### config.mk
export PLATFORM = sky130hd
export DESIGN_NAME = jk_cmd_sequencer
export DESIGN_NICKNAME = d
export VERILOG_FILES = /design/src/rtl/jk_cmd_sequencer.sv
export SDC_FILE = /design/constraint.sdc
export NUM_CORES = 1
export LEC_CHECK = 0
export CORE_MARGIN = 1
export CORE_UTILIZATION = 55
export CTS_BUF_LIST = sky130_fd_sc_hd__clkbuf_8
export CTS_CLUSTER_SIZE = 14
export DETAILED_ROUTE_END_ITERATION = 12
export PLACE_DENSITY = 0.8
export SLEW_MARGIN = 20
export SYNTH_ARGS = -nofsm -noshare
export SYNTH_HDL_FRONTEND = slang
export SYNTH_SLANG_ARGS = --single-unit
### constraint.sdc
create_clock -name clk -period 3 [get_ports clk]
set_input_delay 0.75 -clock clk [delete_from_list [all_inputs] [get_ports clk]]
set_output_delay 0.75 -clock clk [all_outputs]
set_load 0.05 [all_outputs]
### src/rtl/jk_cmd_sequencer.sv
// jk_cmd_sequencer: stimulus stage for a master-slave JK flip-flop.
// Commands {op, len} are queued in a small FIFO. Each command is replayed
// onto registered j/k lines for len+1 consecutive clocks. Back-to-back
// commands leave no idle cycle between them.
// Optional feature macro: JK_SEQ_CHECK_EN. When defined, a model of the
// flip-flop's q is kept and any mismatch against q_in sets a sticky err flag.
// When undefined, exp_q/err are tied low and q_in is ignored.
module jk_cmd_sequencer #(
  parameter int DEPTH = 4,
  parameter int LEN_W = 4
) (
  input  logic             clk,
  input  logic             rst,
  input  logic             cmd_valid,
  output logic             cmd_ready,
  input  logic [1:0]       cmd_op,
  input  logic [LEN_W-1:0] cmd_len,
  output logic             j,
  output logic             k,
  output logic             busy,
  output logic             done,
  input  logic             q_in,
  output logic             exp_q,
  output logic             err
);

  localparam int PTR_W = $clog2(DEPTH);
  localparam int CNT_W = PTR_W + 1;
  localparam int ENT_W = 2 + LEN_W;

  typedef enum logic {
    IDLE  = 1'b0,
    DRIVE = 1'b1
  } state_t;

  // Command FIFO storage and bookkeeping
  logic [ENT_W-1:0] mem [DEPTH];
  logic [PTR_W-1:0] wr_ptr;
  logic [PTR_W-1:0] rd_ptr;
  logic [CNT_W-1:0] count;
  logic             full;
  logic             empty;
  logic             push;
  logic             pop;
  logic [1:0]       head_op;
  logic [LEN_W-1:0] head_len;

  // Sequencer state and its next-state values
  state_t           state;
  state_t           state_n;
  logic [1:0]       op_r;
  logic [1:0]       op_n;
  logic [LEN_W-1:0] rem_r;
  logic [LEN_W-1:0] rem_n;
  logic             j_n;
  logic             k_n;
  logic             done_n;

  assign full      = (count == CNT_W'(DEPTH));
  assign empty     = (count == '0);
  assign cmd_ready = !full && !rst;
  assign push      = cmd_valid && cmd_ready;
  assign head_op   = mem[rd_ptr][ENT_W-1 -: 2];
  assign head_len  = mem[rd_ptr][LEN_W-1:0];
  assign busy      = (state == DRIVE) || !empty;
  assign done      = done_n;

  // Write accepted commands into the slot at the write pointer
  always_ff @(posedge clk) begin
    if (push) begin
      mem[wr_ptr] <= {cmd_op, cmd_len};
    end
  end

  // Advance FIFO pointers and occupancy; a simultaneous push and pop leaves occupancy unchanged
  always_ff @(posedge clk) begin
    if (rst) begin
      wr_ptr <= '0;
      rd_ptr <= '0;
      count  <= '0;
    end else begin
      if (push) begin
        wr_ptr <= wr_ptr + PTR_W'(1);
      end
      if (pop) begin
        rd_ptr <= rd_ptr + PTR_W'(1);
      end
      case ({push, pop})
        2'b10:   count <= count + CNT_W'(1);
        2'b01:   count <= count - CNT_W'(1);
        default: count <= count;
      endcase
    end
  end

  // Register the sequencer state, the active command and the j/k drive lines
  always_ff @(posedge clk) begin
    if (rst) begin
      state <= IDLE;
      op_r  <= 2'b00;
      rem_r <= '0;
      j     <= 1'b0;
      k     <= 1'b0;
    end else begin
      state <= state_n;
      op_r  <= op_n;
      rem_r <= rem_n;
      j     <= j_n;
      k     <= k_n;
    end
  end

  // Pick the next command, count down drive cycles and flag the last one
  always_comb begin
    state_n = state;
    op_n    = op_r;
    rem_n   = rem_r;
    j_n     = j;
    k_n     = k;
    pop     = 1'b0;
    done_n  = 1'b0;
    case (state)
      IDLE: begin
        j_n = 1'b0;
        k_n = 1'b0;
        if (!empty) begin
          pop     = 1'b1;
          state_n = DRIVE;
          op_n    = head_op;
          rem_n   = head_len;
          j_n     = head_op[1];
          k_n     = head_op[0];
        end
      end
      DRIVE: begin
        if (rem_r != '0) begin
          rem_n = rem_r - LEN_W'(1);
          j_n   = op_r[1];
          k_n   = op_r[0];
        end else begin
          done_n = !rst;
          if (!empty) begin
            pop   = 1'b1;
            op_n  = head_op;
            rem_n = head_len;
            j_n   = head_op[1];
            k_n   = head_op[0];
          end else begin
            state_n = IDLE;
            op_n    = 2'b00;
            rem_n   = '0;
            j_n     = 1'b0;
            k_n     = 1'b0;
          end
        end
      end
      default: begin
        state_n = IDLE;
        j_n     = 1'b0;
        k_n     = 1'b0;
      end
    endcase
  end

`ifdef JK_SEQ_CHECK_EN
  logic exp_q_r;
  logic err_r;

  // Track the flip-flop's expected q from the j/k it is being driven with; latch any disagreement
  always_ff @(posedge clk) begin
    if (rst) begin
      exp_q_r <= 1'b0;
      err_r   <= 1'b0;
    end else begin
      if (q_in != exp_q_r) begin
        err_r <= 1'b1;
      end
      case ({j, k})
        2'b01:   exp_q_r <= 1'b0;
        2'b10:   exp_q_r <= 1'b1;
        2'b11:   exp_q_r <= ~exp_q_r;
        default: exp_q_r <= exp_q_r;
      endcase
    end
  end

  assign exp_q = exp_q_r;
  assign err   = err_r;
`else
  logic unused_q_in;

  assign unused_q_in = q_in;
  assign exp_q       = 1'b0;
  assign err         = 1'b0;
`endif

endmodule

**Word level (Yosys, flattened, before mapping)**

Memory sizes are Yosys's and may differ from the RTL's. A register that Yosys moved wholly into a read port is not among the register bits.
Cells that the tools add are included.

- Word-level logic and storage cells: 56
- Output and inout bits: 7
- Memories: 1
- Bits of input ports: 10
- Memory bits (writable): 24
- Flip-flop bits (word level): 16

Memories:

| name | depth | bits a word | read ports | clocked after Yosys merged registers in | wr ports | RTL line | text |
|---|---|---|---|---|---|---|---|
| mem | 4 | 6 | 1 | 1 | 1 | 37 | `logic [ENT_W-1:0] mem [DEPTH];` |

- Add/sub/neg operators: 5
- Equal/unequal tests: 5
- Bitwise operators: 1
- Muxes and demuxes: 26
- Reduce and logical (&&, ||, !) cells: 10

Operators by type and width:

| operator | count |
|---|---|
| 4-bit two-way mux | 3 |
| 1-bit two-way mux | 11 |
| 2-bit two-way mux | 5 |
| 1-bit case mux with 2 select lines | 4 |
| 4-bit case mux with 2 select lines | 1 |
| 3-bit case mux with 2 select lines | 1 |
| 2-bit by 1-bit adder with 2-bit output, second input constant | 2 |
| 2-bit != test, second input constant | 2 |
| 2-bit case mux with 2 select lines | 1 |
| 4-bit nonzero test | 1 |
| 4-bit by 1-bit subtractor with 4-bit output, second input constant | 1 |
| 3-bit by 1-bit adder with 3-bit output, second input constant | 1 |
| 3-bit equality test, second input constant | 1 |
| 1-bit logical NOT | 3 |
| 3-bit logical NOT | 1 |
| 3-bit by 1-bit subtractor with 3-bit output, second input constant | 1 |
| 2-bit by 1-bit equality test with 1-bit output, second input constant | 1 |
| 2-bit equality test, second input constant | 1 |
| 1-bit logical AND | 2 |
| 2-bit AND reduction | 1 |
| 2-bit nonzero test | 1 |
| 1-bit logical OR | 1 |
| 1-bit NOT | 1 |

**Logic depth before layout (Yosys ltp)**

Gate-level depths: netlist of the first run.

- Word-level depth: 6
- Mapped depth: 10
- Depth with buffers taken out: 10

**Worst setup path after synthesis of the first run**

No wires, ideal clock.

- Kind: flip-flop to output port
- Start: register rem_r[0]
- End: output done
- Path buffers: 0
- Slack: 113 ps
- Arrival time: 2137 ps
- Stages on the path, launching flop included: 5
- Required time: 2250 ps
- Path through: dfxtp_1 > inv_1 > ha_1 > or3b_4 > nor3b_1

- Longest elaborated chain between the ends: 3

Ends and longest elaborated chain:

| element | RTL line | text |
|---|---|---|
| start, declared | 53 | `logic [LEN_W-1:0] rem_r;` |
| start signal, assigned | 107 | `rem_r <= rem_n;` |
| 4-bit nonzero test | 136 | `if (rem_r != '0) begin` |
| 1-bit two-way mux | 136 |  |
| 1-bit two-way mux | 122 | `case (state)` |
| end, declared | 21 | `output logic done,` |

Every way passes these cells.

**Worst setup path after layout of the first run**

Same ends and word-level chain as after synthesis.

==> results of run 1 <==
[state kept, by name, summed over array words and instances, names as in the netlist, named ones only]
signal / cells
rem_r: 4
j: 1
wr_ptr: 2
state: 1
k: 1
count: 3
rd_ptr: 2
mem: 24
op_r: 2
[synth_stat cells (2+ instances only)]
cell / number
dfxtp_1: 18
a211oi_2: 2
and2_1: 5
ha_1: 7
buf_2: 2
inv_1: 11
xnor2_1: 3
nor2_1: 12
edfxtp_1: 24
mux4_2: 6
nand2_1: 7
o21ai_0: 6
a21oi_1: 9
or3_1: 2
xor2_1: 2
nor3_1: 2
buf_4: 2
[final cells by class]
class	instances	area, µm²	share of cell area
clock buffers	5	68.8	0.0329
clock inverters	3	17.5	0.00837
inverters	11	41.3	0.0197
multi-input cells	81	653	0.312
flip-flops and latches	42	1080	0.517
well taps	44	55.1	0.0263
repair buffers	16	175	0.0837
[how the worst max path moves through the flow]
stage	depth (start not counted)	slack, ns	to	from
CTS	4	0.07	busy	count[0]
finish	5	0.34	done	rem_r[0]
global route	10	0.20	count[2]	rem_r[0]
floorplan	4	0.11	done	rem_r[0]
detailed placement	9	0.26	count[2]	rst
global placement	9	0.35	count[2]	rst
[worst min-delay path, stage by stage, from the launching register on]
cell     delay (ns)
dfxtp_1        0.31
nand2_1        0.05
a21oi_1        0.05
[stage by stage]
stage / std cells / util
finish: 202 / 0.674
detailed placement: 194 / 0.646
CTS: 202 / 0.673
global placement: 194 / 0.646
floorplan: 141 / -
global route: 202 / 0.674
[cells by family (layout without fill, tap and decap cells)]
family	after synthesis	in the layout	synth area share
other	1	2	0.00207
flip-flops	42	42	0.595
adder cells (fa/ha/maj)	8	8	0.0593
XOR/XNOR	5	5	0.0241
multiplexers	7	7	0.0806
AND/OR/NAND/NOR	35	35	0.0999
buffers and inverters	18	35	0.0469
AO/OA/AOI/OAI	24	24	0.0917
[where the power goes]
group          internal [W]  leakage [nW]  switching [W]  total, W
combinational      0.000336         0.332       0.000440  0.000776
sequential         0.000706         0.366      0.0000961  0.000802
clock              0.000161        0.0493       0.000187  0.000348
total               0.00120         0.748       0.000724   0.00193
[metal layers]
layer,track usage,routed length [µm],up-vias
met2,0.352,1600,28
met5,0,0,-
met1,0.236,1210,517
met3,0.0590,111,2
li1,-,-,523
met4,0.0680,14,0
==> metrics.md, run 1 <==
| Metric | Value |
|---|---|
| Hold worst-path end | `k` |
| DR iter-0 viols | `41` |
| CTS tree | `done` |
| VDD IR max | `0.431 mV` |
| Total power draw | `0.00193 W` |
| First-pass GRT wire length | `4910 µm` |
| Initial DRT Pass Iterations | `4` |
| Hold Crit Depth | `2` |
| DR DRC count | `0` |
| EDFF count, synth | `24` |
| Cell area after synthesis | `1820 µm²` |
| Drt via density | `5.30` |
| Root Buffer | `clkbuf_8` |
| Tot GR Track Use | `0.201` |
| Routability cong. | `0.750` |
| Register bit total from synthesis | `42` |
| Number of buffers created by CTS | `5` |
| Clock buffer depth | `2` |
| HPWL after detailed placement | `around 2200 µm` |
| CP max stage cell | `or3b_4` |
| Synthesized instance count | `140` |
| Area growth syn-to-layout | `15.2%` |
| RSZ-0062 raised after global routing | `no` |
| Ys Warns | `0` |
| Static leakage | `0.748 nW` |
| Period Utilization, post-route | `0.888` |
| Crit-path max cell delay | `0.43 ns` |
| Row count | `20` |
| Worst-Margin Slew | `around 0.64 ns` |
| FF-to-FF Start | `rem_r[0]` |
| Max-slew violations | `0` |
| # IOs | `17` |
| Diodes inserted | `0` |
| Cell area after layout | `2090 µm²` |
| Main synth FF type | `edfxtp_1` |
| CP arrival | `1.91 ns` |
| Register-to-register setup slack | `0.36 ns` |
| Terminus of the critical flop-to-flop path | `count[2]` |
| Cell family with most CP delay | `simple AND/OR/NAND/NOR gates` |
| Synth area leaders | `edfxtp_1 (40%), dfxtp_1 (20%), mux4_2 (7.4%)` |
| Crit-path cells | `inv_1 > ha_1 > or3b_4 > nor3b_1 > buf_12` |
| Vias in the first global route | `1,078` |
| CP max FO | `5` |
| Top cell type's share of synthesized area | `0.397` |
| Slew headroom | `0.568` |
| Max-cap viol count | `0` |
| Worst reg2reg path depth | `10` |
| Clock-pin transition on the worst setup and hold timing paths | `0.07 ns` |
| Final setup fails | `0` |
| Pwr per Cell Area | `920 nW/µm²` |
| Final worst path period need | `2.66 ns` |
| CP Launch Type | `flop` |
| Status | `complete, no violations` |
| Final WL | `2930 µm` |
| Synth area leader | `edfxtp_1` |
| Antenna Nets Post-Route | `0` |
| Crit end category | `output pin` |
| Register area share after synthesis | `0.595` |
| Port Buf Inserts | `13` |
| Commonest cells after routing, fill and taps aside | `edfxtp_1 (24), dfxtp_1 (18), inv_1 (12), nor2_1 (12), clkdlybuf4s50_1 (10)` |
| Avg Inst Size Synth | `13.0 µm²` |
| Distinct cells, synth | `37` |
| Worst hold start | `op_r[0]` |
| Critical path data required time | `between 2 and 2.5 ns` |
| Setup Buffers After CTS | `0` |
| Setup TNS | `0 ns` |
| Area after DPL | `between 2000 and 2500 µm²` |
| Commonest non-fill, non-tap cell in the layout | `edfxtp_1` |
| Bufs and invs on worst path | `2` |
| Worst hold slack | `0.453 ns` |
| Die ar. | `3530 µm²` |
| DR WL/cell | `about 15 µm` |
| Resize count post-CTS | `0` |
| Layout cells sized above 1 | `0.165` |
| Initial core utilization | `0.585` |
| Pre-CTS WS | `roughly 0.26 ns` |
| Final Hold Fails | `0` |
| Total congestion overflow | `0` |
| # nets final | `175` |
| Vias | `about 1,100` |
| Worst-case clock skew | `0.00420 ns` |
| Clk_lat worst skew | `0.29 ns` |
| PnR worst setup slack | `0.335 ns` |
| H-tree depth | `2` |
| F_max | `0.375 GHz` |
| Initial antenna violation count | `0` |
| HP Class | `reg -> reg` |
| # clock sinks | `42` |
| Core area | `3100 µm²` |
| Critical setup path kind | `reg -> out` |
| # hold bufs at CTS | `0` |
| Post-synth ARST share | `0` |
| Die width | `59.5 µm` |
| Die height | `59.5 µm` |
| Pin count of the biggest net entering global routing | `14` |
| # fillers | `252` |
(Power assumes the default switching activity.)
==> inputs of run 2 (changes only) <==
==> constraint.sdc (replaced) <==
create_clock -name clk -period 2.8 [get_ports clk]
set_input_delay 0.7 -clock clk [delete_from_list [all_inputs] [get_ports clk]]
set_output_delay 0.7 -clock clk [all_outputs]
set_load 0.05 [all_outputs]
==> run 2 against run 1 <==
  * Utilization grew 0.69 points
  * Sequential share of layout area decreased by 0.52 points
  * Global-route usage is 0.41 points lower
  * Die area did not move
  * Setup slack got worse by 0.25 ns
  * Total power up 11%
  * Wire length is 1.2% higher
  * Final area rose by 1.0%
  * Sequential cell count is the same
  * Clock skew is 0.0011 ns higher
  * Clock power increased by 19%
  * Largest cell class unchanged
  * Highest routed layer unchanged
==> metrics.md, run 2 (synthesized netlist as in run 1, its figures left out) <==
| Metric | Value |
|---|---|
| Root Buffer | `clkbuf_8 (unchanged)` |
| First-pass GRT wire length | `4830 µm (was 4910 µm)` |
| # hold bufs at CTS | `0 (unchanged)` |
| Cell family with most CP delay | `buffers and inverters (was simple AND/OR/NAND/NOR gates)` |
| Core area | `3100 µm² (unchanged)` |
| H-tree depth | `2 (unchanged)` |
| Resize count post-CTS | `0 (unchanged)` |
| Commonest cells after routing, fill and taps aside | `edfxtp_1 (24), dfxtp_1 (18), nor2_1 (12) (was edfxtp_1 (24), dfxtp_1 (18), inv_1 (12), nor2_1 (12), clkdlybuf4s50_1 (10))` |
| CP arrival | `2.02 ns (was 1.91 ns)` |
| Terminus of the critical flop-to-flop path | `count[2] (unchanged)` |
| Initial core utilization | `0.585 (unchanged)` |
| Setup crit start | `count[0] (was rem_r[0])` |
| # clock sinks | `42 (unchanged)` |
| # IOs | `17 (unchanged)` |
| CTS tree | `done (unchanged)` |
| Pwr per Cell Area | `1010 nW/µm² (was 920 nW/µm²)` |
| Total congestion overflow | `0 (unchanged)` |
| DR DRC count | `0 (unchanged)` |
| # fillers | `258 (was 252)` |
| Initial DRT Pass Iterations | `4 (unchanged)` |
| FF-to-FF Start | `rem_r[0] (unchanged)` |
| WP depth | `4 (was 5)` |
| Status | `complete, no violations (unchanged)` |
| Routability cong. | `0.770 (was 0.750)` |
| Worst reg2reg path depth | `10 (unchanged)` |
| Area growth syn-to-layout | `16.4% (was 15.2%)` |
| Port Buf Inserts | `13 (unchanged)` |
| Largest registers | `mem: 24 flops, rem_r: 4 flops, count: 3 flops (unchanged)` |
| Slew headroom | `0.605 (was 0.568)` |
| Bufs and invs on worst path | `2 (unchanged)` |
| Critical setup path kind | `reg -> out (unchanged)` |
| Die width | `59.5 µm (unchanged)` |
| Pin count of the biggest net entering global routing | `20 (was 14)` |
| DR WL/cell | `14.6 µm (was 14.5 µm)` |
| Crit end category | `output pin (unchanged)` |
| Clock buffer depth | `2 (unchanged)` |
| RSZ-0062 raised after global routing | `no (unchanged)` |
| Vias in the first global route | `1,050 (was 1,078)` |
| VDD IR max | `0.471 mV (was 0.431 mV)` |
| Max-cap viol count | `0 (unchanged)` |
| Layout cells sized above 1 | `0.182 (was 0.165)` |
| Cell area after layout | `2110 µm² (was 2090 µm²)` |
| Total power draw | `0.00214 W (was 0.00193 W)` |
| Final Hold Fails | `0 (unchanged)` |
| DR iter-0 viols | `61 (was 41)` |
| Final setup fails | `0 (unchanged)` |
| Crit path to | `busy (was done)` |
| Commonest non-fill, non-tap cell in the layout | `edfxtp_1 (unchanged)` |
| Worst-Margin Slew | `0.589 ns (was 0.643 ns)` |
| Diodes inserted | `0 (unchanged)` |
| Critical path data required time | `2.10 ns (was 2.25 ns)` |
| CP Launch Type | `flop (unchanged)` |
| Max reg flops | `24 (unchanged)` |
| Worst-case clock skew | `0.00527 ns (was 0.00420 ns)` |
| Max-slew violations | `0 (unchanged)` |
| Antenna Nets Post-Route | `0 (unchanged)` |
| Final worst path period need | `2.72 ns` |
| Setup Buffers After CTS | `0 (unchanged)` |
| Clock-pin transition on the worst setup and hold timing paths | `0.09 ns (was 0.07 ns)` |
| Initial antenna violation count | `0 (unchanged)` |
| # nets final | `176 (was 175)` |
| Crit-path max cell delay | `0.69 ns (was 0.43 ns)` |
| Row count | `20 (unchanged)` |
| Vias | `1,072 (was 1,070)` |
| Crit-path cells | `or3_1 > nor2_2 > inv_1 > clkdlybuf4s50_1 (was inv_1 > ha_1 > or3b_4 > nor3b_1 > buf_12)` |
| Period Utilization, post-route | `0.971` |
| Hold Crit Depth | `2 (unchanged)` |
| F_max | `0.368 GHz` |
| Top reg by flops | `mem (unchanged)` |
| Clk_lat worst skew | `0.29 ns (about the same)` |
| HPWL after detailed placement | `2120 µm (was 2160 µm)` |
| Area after DPL | `2020 µm² (was 2000 µm²)` |
| Final WL | `2970 µm (was 2930 µm)` |
| HP Class | `reg -> reg (unchanged)` |
| Setup TNS | `0 ns (unchanged)` |
| CP max FO | `5 (unchanged)` |
| Tot GR Track Use | `0.197 (was 0.201)` |
| Die ar. | `3530 µm² (unchanged)` |
| Die height | `59.5 µm (unchanged)` |
| Number of buffers created by CTS | `5 (unchanged)` |
| Register-to-register setup slack | `0.23 ns (was 0.36 ns)` |
| Drt via density | `5.28 (was 5.30)` |
| CP max stage cell | `clkdlybuf4s50_1 (was or3b_4)` |
| Static leakage | `0.746 nW (was 0.748 nW)` |
==> run 2: cell count changes in the layout (fill, tap and decap cells not counted), sizes merged <==
cell,before,now
dlymetal6s2s,1,0
clkinv,2,1
inv,12,13
buf,5,6
clkdlybuf4s50,10,11
==> run 2: report_power, final <==
part	internal, W	switching [W]	total [W]
sequential	0.000756	0.000105	0.000861
clock	0.000186	0.000227	0.000413
combinational	0.000392	0.000471	0.000863
total	0.00133	0.000804	0.00214
==> run 2: how the worst min path moves through the flow <==
stage,from,endpoint
3_3_place_gp,op_r[0],k
2_1_floorplan,op_r[1],j
3_5_place_dp,op_r[1],j
6_report,op_r[0],k
5_1_grt,op_r[1],j
4_1_cts,op_r[1],j
==> run 2: worst min-delay path, delay by kind of cell (launching register included) <==
family / cells / cell delay, ns
AND/OR/NAND/NOR: 1 / 0.06
flip-flops: 1 / 0.32
AO/OA/AOI/OAI: 1 / 0.05
==> run 2: layout make-up <==
class                      instances  area, µm²  area share
timing repair buffer              17        180      0.0853
clock inverter                     3       28.8      0.0136
tap                               44       55.1      0.0261
inverter                          11       41.3      0.0195
multi-input combinational         81        658       0.311
sequential                        42       1080       0.512
clock buffer                       5       68.8      0.0326
==> run 2: metal layers <==
metal	global-route usage	wire length, µm	vias to the layer above
li1	-	-	527
met1	0.236	1280	508
met2	0.331	1520	27
met3	0.0459	93	10
met4	0.102	66	0
met5	0	0	-
==> run 2: metrics by stage <==
step | setup WS (ns) | instances | hold slack (ns) | util
after floorplan | 0.207 | 141 | 0.428 | -
after global placement | 0.262 | 195 | 0.443 | 0.650
after detailed placement | 0.198 | 195 | 0.454 | 0.650
after CTS | 0.0742 | 203 | 0.468 | 0.681
after global routing | 0.0106 | 203 | 0.482 | 0.681
final | 0.0825 | 203 | 0.467 | 0.681
